[config.mk]
export PLATFORM = sky130hd
export DESIGN_NAME = pr_bridge_timer_flat
export DESIGN_NICKNAME = d
export VERILOG_FILES = /design/src/rtl/pr_bridge_timer_if.sv /design/src/rtl/pr_bridge_timer.sv /design/src/flat_wrapper.sv
export SDC_FILE = /design/constraint.sdc
export NUM_CORES = 1
export LEC_CHECK = 0
export ABC_CLOCK_PERIOD_IN_PS = 2900
export CORE_MARGIN = 2
export CORE_UTILIZATION = 25
export DETAILED_ROUTE_END_ITERATION = 12
export PLACE_DENSITY_LB_ADDON = 0.1
export SLEW_MARGIN = 0
export SYNTH_ARGS = -nofsm -noshare
export SYNTH_HDL_FRONTEND = slang
export SYNTH_SLANG_ARGS = --single-unit
export TNS_END_PERCENT = 1
[constraint.sdc]
create_clock -name clk -period 2.9 [get_ports clk]
set_clock_uncertainty 0.2 [all_clocks]
set_input_delay 0.435 -clock clk [delete_from_list [all_inputs] [get_ports clk]]
set_output_delay 0.435 -clock clk [all_outputs]
set_load 0.03 [all_outputs]
[src/rtl/pr_bridge_timer_if.sv]
// rtl/pr_bridge_timer_if.sv - CPU processor-bus signals between the CPU and the bridge
interface pr_bridge_timer_if;
    logic [29:0] pr_addr;
    logic [31:0] pr_wd;
    logic [3:0]  pr_be;
    logic [31:0] pr_rd;

    modport master (output pr_addr, output pr_wd, output pr_be, input pr_rd);
    modport slave  (input pr_addr, input pr_wd, input pr_be, output pr_rd);
endinterface

[src/rtl/pr_bridge_timer.sv]
// rtl/pr_bridge_timer.sv - CPU bus responder with a down-counter timer and a device window
module pr_bridge_timer #(
    parameter logic [31:0] TIMER_BASE = 32'h0000_7F00,
    parameter logic [31:0] DEV_BASE   = 32'h0000_7F10
) (
    input  logic                    clk,
    input  logic                    rst,
    pr_bridge_timer_if.slave        bus,
    output logic [5:0]              hw_int,
    output logic [1:0]              dev_addr,
    output logic [31:0]             dev_wd,
    output logic                    dev_we,
    input  logic [31:0]             dev_rd,
    input  logic [4:0]              ext_irq
);

    typedef enum logic [1:0] {
        S_IDLE = 2'd0,
        S_LOAD = 2'd1,
        S_CNT  = 2'd2,
        S_INT  = 2'd3
    } state_e;

    state_e      state_q, state_d;
    logic [3:0]  ctrl_q, ctrl_d;
    logic [31:0] preset_q, preset_d;
    logic [31:0] count_q, count_d;
    logic        irq_pend_q, irq_pend_d;

    logic        timer_hit, dev_hit, wr;
    logic [1:0]  offset;
    logic        ctrl_we, preset_we;
    logic        unused_be;

    // pr_addr is a word address, so bits [29:2] line up with byte-address bits [31:4]
    assign timer_hit = (bus.pr_addr[29:2] == TIMER_BASE[31:4]);
    assign dev_hit   = (bus.pr_addr[29:2] == DEV_BASE[31:4]);
    assign wr        = bus.pr_be[1];
    assign offset    = bus.pr_addr[1:0];
    assign unused_be = ^{bus.pr_be[3:2], bus.pr_be[0]};

    assign ctrl_we   = timer_hit & wr & (offset == 2'd0);
    assign preset_we = timer_hit & wr & (offset == 2'd1);

    assign dev_addr  = offset;
    assign dev_wd    = bus.pr_wd;
    assign dev_we    = dev_hit & wr;

    assign hw_int    = {ext_irq, irq_pend_q & ctrl_q[3]};

    always_comb begin
        bus.pr_rd = 32'd0;
        if (timer_hit) begin
            case (offset)
                2'd0:    bus.pr_rd = {28'd0, ctrl_q};
                2'd1:    bus.pr_rd = preset_q;
                2'd2:    bus.pr_rd = count_q;
                default: bus.pr_rd = 32'd0;
            endcase
        end else if (dev_hit) begin
            bus.pr_rd = dev_rd;
        end
    end

    always_comb begin
        state_d    = state_q;
        ctrl_d     = ctrl_q;
        preset_d   = preset_q;
        count_d    = count_q;
        irq_pend_d = irq_pend_q;

        case (state_q)
            S_IDLE: begin
                if (ctrl_q[0]) state_d = S_LOAD;
            end
            S_LOAD: begin
                count_d = preset_q;
                state_d = S_CNT;
            end
            S_CNT: begin
                if (!ctrl_q[0]) begin
                    state_d = S_IDLE;
                end else if (count_q <= 32'd1) begin
                    count_d = 32'd0;
                    state_d = S_INT;
                end else begin
                    count_d = count_q - 32'd1;
                end
            end
            S_INT: begin
                irq_pend_d = 1'b1;
                if (ctrl_q[2:1] == 2'b01) begin
                    state_d = S_LOAD;
                end else begin
                    ctrl_d[0] = 1'b0;
                    state_d   = S_IDLE;
                end
            end
            default: state_d = S_IDLE;
        endcase

        // A bus CTRL write overrides the FSM's own EN clear, but never hides a fresh terminal event
        if (ctrl_we) begin
            ctrl_d = bus.pr_wd[3:0];
            if (state_q != S_INT) irq_pend_d = 1'b0;
            if (!bus.pr_wd[0]) state_d = S_IDLE;
        end
        if (preset_we) preset_d = bus.pr_wd;
    end

    always_ff @(posedge clk) begin
        if (rst) begin
            state_q    <= S_IDLE;
            ctrl_q     <= 4'd0;
            preset_q   <= 32'd0;
            count_q    <= 32'd0;
            irq_pend_q <= 1'b0;
        end else begin
            state_q    <= state_d;
            ctrl_q     <= ctrl_d;
            preset_q   <= preset_d;
            count_q    <= count_d;
            irq_pend_q <= irq_pend_d;
        end
    end

endmodule

[src/flat_wrapper.sv]
// flat-port wrapper written by rule: the top's interface ports become plain ports
module pr_bridge_timer_flat 
#(
    parameter logic [31:0] TIMER_BASE = 32'h0000_7F00,
    parameter logic [31:0] DEV_BASE   = 32'h0000_7F10
)
  (clk, rst, hw_int, dev_addr, dev_wd, dev_we, dev_rd, ext_irq, bus_pr_addr, bus_pr_wd, bus_pr_be, bus_pr_rd);
  pr_bridge_timer_if bus_i ();
  input  logic clk;
  input  logic rst;
  output logic [5:0] hw_int;
  output logic [1:0] dev_addr;
  output logic [31:0] dev_wd;
  output logic dev_we;
  input  logic [31:0] dev_rd;
  input  logic [4:0] ext_irq;
  input wire logic [$bits(bus_i.pr_addr)-1:0] bus_pr_addr;
  input wire logic [$bits(bus_i.pr_wd)-1:0] bus_pr_wd;
  input wire logic [$bits(bus_i.pr_be)-1:0] bus_pr_be;
  output wire logic [$bits(bus_i.pr_rd)-1:0] bus_pr_rd;
  assign bus_i.pr_addr = bus_pr_addr;
  assign bus_i.pr_wd = bus_pr_wd;
  assign bus_i.pr_be = bus_pr_be;
  assign bus_pr_rd = bus_i.pr_rd;
  pr_bridge_timer #(.TIMER_BASE(TIMER_BASE), .DEV_BASE(DEV_BASE)) u_core (.clk(clk), .rst(rst), .bus(bus_i), .hw_int(hw_int), .dev_addr(dev_addr), .dev_wd(dev_wd), .dev_we(dev_we), .dev_rd(dev_rd), .ext_irq(ext_irq));
endmodule
# Word level (Yosys, flattened, before mapping)
# Index checks and enable logic that the tools add are counted.
# Widths: inputs -> output; s select.
[word_totals] input_bits=105 output_inout_bits=73 register_bits=71
[classes] n_mux=19 eq_ne=11 reduce_logical=6 addsub=1 n_bitwise=5 n_lt_le_gt_ge=1
[ops] operator="$mux 32" count=4
[ops] operator="$pmux 32 s3" count=1
[ops] operator="$pmux 32 s2" count=1
[ops] operator="$eq 28x11->1 const B" count=2
[ops] operator="$le 32x1->1 const B" count=1
[ops] operator="$sub 32x1->32 const B" count=1
[ops] operator="$mux 2" count=5
[ops] operator="$pmux 2 s4" count=1
[ops] operator="$mux 1" count=7
[ops] operator="$eq 2x1->1 const B" count=3
[ops] operator="$eq 2x2->1 const B" count=3
[ops] operator="$and 1x1->1" count=5
[ops] operator="$logic_not 2->1" count=2
[ops] operator="$ne 2x1->1 const B" count=2
[ops] operator="$reduce_and 2->1" count=2
[ops] operator="$reduce_bool 2->1" count=2
[ops] operator="$ne 2x2->1 const B" count=1

# Depth between registers and ports, before layout
[logic_depth] depth_word=6 ltp_mapped=8 mapped_depth_nobuf=7

# Least setup slack after synthesis
# Ideal clock, no wire load.
[synth_timing] path_type="input -> output" startpoint="input port bus_pr_addr[0]" endpoint="output port bus_pr_rd[11]" required_time_ns=2.265 setup_slack_ns=0.181 n_path_buf=3 path_stages=8 t_arrival_ns=2.084 path_cell_list="clkbuf_1 nor2b_1 clkbuf_1 buf_1 a22oi_1 nor2_1 a21oi_1 nor2_1"
[synth_via] elab_chain_len=3 elab_cells_between_ends=5
[synth_rtl] element="from (decl)" line="flat_wrapper.sv:17" text="input wire logic [$bits(bus_i.pr_addr)-1:0] bus_pr_addr;"
[synth_rtl] element="$eq 2x2->1, or another cell as far along" line="pr_bridge_timer.sv:54" text="case (offset)"
[synth_rtl] element="$pmux 32 s3 *" line="pr_bridge_timer.sv:54"
[synth_rtl] element="$mux 32 *" line="pr_bridge_timer.sv:53" text="if (timer_hit) begin"
[synth_rtl] element="to (decl)" line="flat_wrapper.sv:20" text="output wire logic [$bits(bus_i.pr_rd)-1:0] bus_pr_rd;"
# Mark *: on every way between the ends. The rest lies on a longest branch, timed or not.

# Worst setup path after layout
[layout_timing] startpoint="input port bus_pr_addr[8]" endpoint="output port bus_pr_rd[10]"
[layout_via] elab_chain_len=3 elab_cells_between_ends=4
[layout_rtl] element="$eq 28x11->1" line="pr_bridge_timer.sv:37" text="assign dev_hit = (bus.pr_addr[29:2] == DEV_BASE[31:4]);"
[layout_rtl] element="$mux 32" line="pr_bridge_timer.sv:60" text="end else if (dev_hit) begin"
[layout_rtl] element="$mux 32 *" line="pr_bridge_timer.sv:53"
# Marked as above.

==> results.cfg <==
[floorplanning]
core_mm2 = 0.01871
die_area_mm2 = 0.02015
die_w_um = 141.9
fp.dieH_um = 141.9
placementRows = 50
io_pins = 178
initial_core_util_pct = 25.43

[layout]
finalInstanceArea_mm2 = 0.006755
fillCellCount = 1927
nets = 849
final_common_cell = clkdlybuf4s50_1
final_core_util_pct = 36.11
antennaDiodeCount = 0
areaGrowthSynthToFinish_pct = 42.00
layout_common_cells = 129 x clkdlybuf4s50_1, 107 x nor2_1, 71 x dfxtp_1
drive_gt1_share_pct = 13.83

[critical_path]
startpoint_type = input port
critical_path_class = input port to primary output
crit_family = simple AND/OR/NAND/NOR gates
cp_max_fo = 19
reg2reg_depth = 7
end_kind = primary output
worst_ep_arrival_time_ns = 2.17
crit_slowest_cell = clkdlybuf4s50_1
crit_buf_inv = 3
cp.depth = 7
cp_cell_sequence = clkdlybuf4s50_1, nor4bb_1, nand4_1, or2_4, buf_6, nor2_1, buf_4
worst_path_largest_cell_delay_ns = 0.45
reg2reg_slack_ns = 0.25
required_ns = 2.27

[sta]
setup-violations-final = 0
slew_violations = 0
worstMarginPinSlew_ns = 0.8658
period_share_pct = 96.88
timing.final.crit_period_ns = 2.810
fmax_ghz = 0.3559
setup_tns_ns = 0
maxSlewHeadroom_pct = 42.28
hold_violations = 0
setup_ws_ns = 0.09048

[logic_synthesis]
syn_avg_cell_area_um2 = 7.623
ys_ff_latch = 71
yosysTopAreaCell = dfxtp_1
ys_warn_count = 0
synth_top_cell_area_share_pct = 29.88
syn_nets = 731
yosys-top-cells-area = dfxtp_1 30%, mux2i_1 9.0%, nor2_1 8.7%
async_flop_share_pct = 0
synth_cell_types = 61
ys_seq_area_share_pct = 29.88
synth_ff_type = dfxtp_1
synth_area_mm2 = 0.004757
synth_cells = 624
synth-edff-count = 0

[clock_tree]
cts_setup_buffers = 0
root_buffer = clkbuf_16
clock_latency_ns = 0.35
cts_tree = done
cts_buffer_depth = 2
clock_sinks = 71
cts_buffers = 9
htreeDepth = 3
clk_pin_slew_ns = 0.05

[power_and_ir_drop]
peakVddDrop_mv = 0.2622
power.density_mw_per_mm2 = 343.6
p_total_mw = 2.321
leakagePower_nw = 2.412

[global_routing]
grt_pass1_vias = 4845
grt_start_max_net_pins = 43
overflow = 0
grt_util_all_layers_pct = 16.25
antenna_found_initial = 0
grt_pass1_wl_um = 25940

[place]
port-buffer-count = 164
dpl_worst_slack_ns = 0.02717
dp_hpwl_um = 11930
place_area_mm2 = 0.006464
gp_congestion = 0.8207

[route]
drc = 0
drt_iter0_drc = 296
via_per_inst = 5.164
vias = 5056
wirelength_um = 16850
post_drt_wl_per_cell_um = 17.21
dr.pass1.iters = 4
antenna_left = 0

[run]
max_cap_violations = 0

[min_path]
hold_depth = 2
min_path_type = flop to flop

[run_status]
status = complete, no violations
==> layer usage <==
layer | track usage, % | share of wire [%]
met1 | 20.99 | 45
met2 | 27.47 | 47
met3 | 3.668 | 6.7
met4 | 4.105 | 1.0
met5 | 0 | 0
==> tightest hold or removal path: stages (launching register included) <==
cell and delay, ns:
dfxtp_1 0.30, o21ai_0 0.07, a21oi_1 0.06
==> final timing paths <==
kind                     startpoint                 end
setup / recovery     bus_pr_addr[8]       bus_pr_rd[10]
hold / removal    u_core.irq_pend_q   u_core.irq_pend_q
setup reg to reg  u_core.count_q[0]  u_core.count_q[10]
hold reg to reg   u_core.irq_pend_q   u_core.irq_pend_q
==> final cells by class <==
| cell class | count | area (µm²) | area share [%] |
|---|---|---|---|
| Timing Repair Buffer | 197 | 1901 | 28.13 |
| Clock buffer | 13 | 260.3 | 3.853 |
| Multi-Input combinational cell | 455 | 2845 | 42.12 |
| Clock inverter | 1 | 5.005 | 0.07409 |
| Inverter | 8 | 30.03 | 0.4445 |
| Sequential cell | 71 | 1421 | 21.04 |
| Tap cell | 234 | 292.8 | 4.334 |
==> cells in the mapped netlist (2+ instances only) <==
| library cell | count |
|---|---|
| mux2_2 | 2 |
| nor3_1 | 15 |
| inv_1 | 8 |
| nor4bb_1 | 3 |
| nand3b_1 | 3 |
| buf_2 | 4 |
| nand2_1 | 28 |
| o32ai_1 | 3 |
| dfxtp_1 | 71 |
| nor4_1 | 13 |
| nand4_1 | 13 |
| a211oi_1 | 2 |
| o31ai_1 | 2 |
| ha_1 | 2 |
| o311ai_0 | 6 |
| mux2i_1 | 43 |
| or4_1 | 3 |
| a21oi_1 | 48 |
| nor2b_1 | 6 |
| and3_1 | 6 |
| nand2b_1 | 3 |
| o21a_1 | 4 |
| nand3_1 | 20 |
| nor2_1 | 110 |
| o22ai_1 | 4 |
| or2_2 | 2 |
| o21ai_0 | 13 |
| a31oi_1 | 17 |
| buf_1 | 6 |
| o311a_1 | 2 |
| or3_1 | 4 |
| and4_1 | 3 |
| clkbuf_1 | 40 |
| a32oi_1 | 7 |
| a22oi_1 | 39 |
| buf_4 | 39 |
| o211ai_1 | 6 |
==> kinds of logic after synthesis <==
| family | share of synthesized area [%] |
|---|---|
| and+or+nand+nor | 25.12 |
| adders and majority gates | 0.5260 |
| muxes | 9.521 |
| DFF | 29.88 |
| AOI/OAI and AO/OA | 23.88 |
| buffers and inverters | 11.07 |
==> power by group <==
group	internal, mW	switching (mW)
combinational	0.180	0.147
clock	0.615	0.404
sequential	0.976	0.000000000343
total	1.77	0.551
==> state kept, by name, summed over array words and instances (netlist names) <==
name	count
u_core.preset_q	32
u_core.count_q	32
u_core.irq_pend_q	1
u_core.ctrl_q	4
u_core.state_q	2
==> what timing repair did <==
| action | CTS | global route |
|---|---|---|
| endpoints found under the setup margin | 0 | 24 |
| hold buffers | 0 | 0 |
| resized for setup | 0 | 7 |
==> per-stage QoR <==
step / std cells / hold WS [ns]
floorplan: 624 / 0.2491
detailed placement: 965 / 0.2673
global placement: 965 / 0.2684
CTS: 979 / 0.2744
finish: 979 / 0.2750
global route: 979 / 0.3015
(Power assumes the default switching activity.)
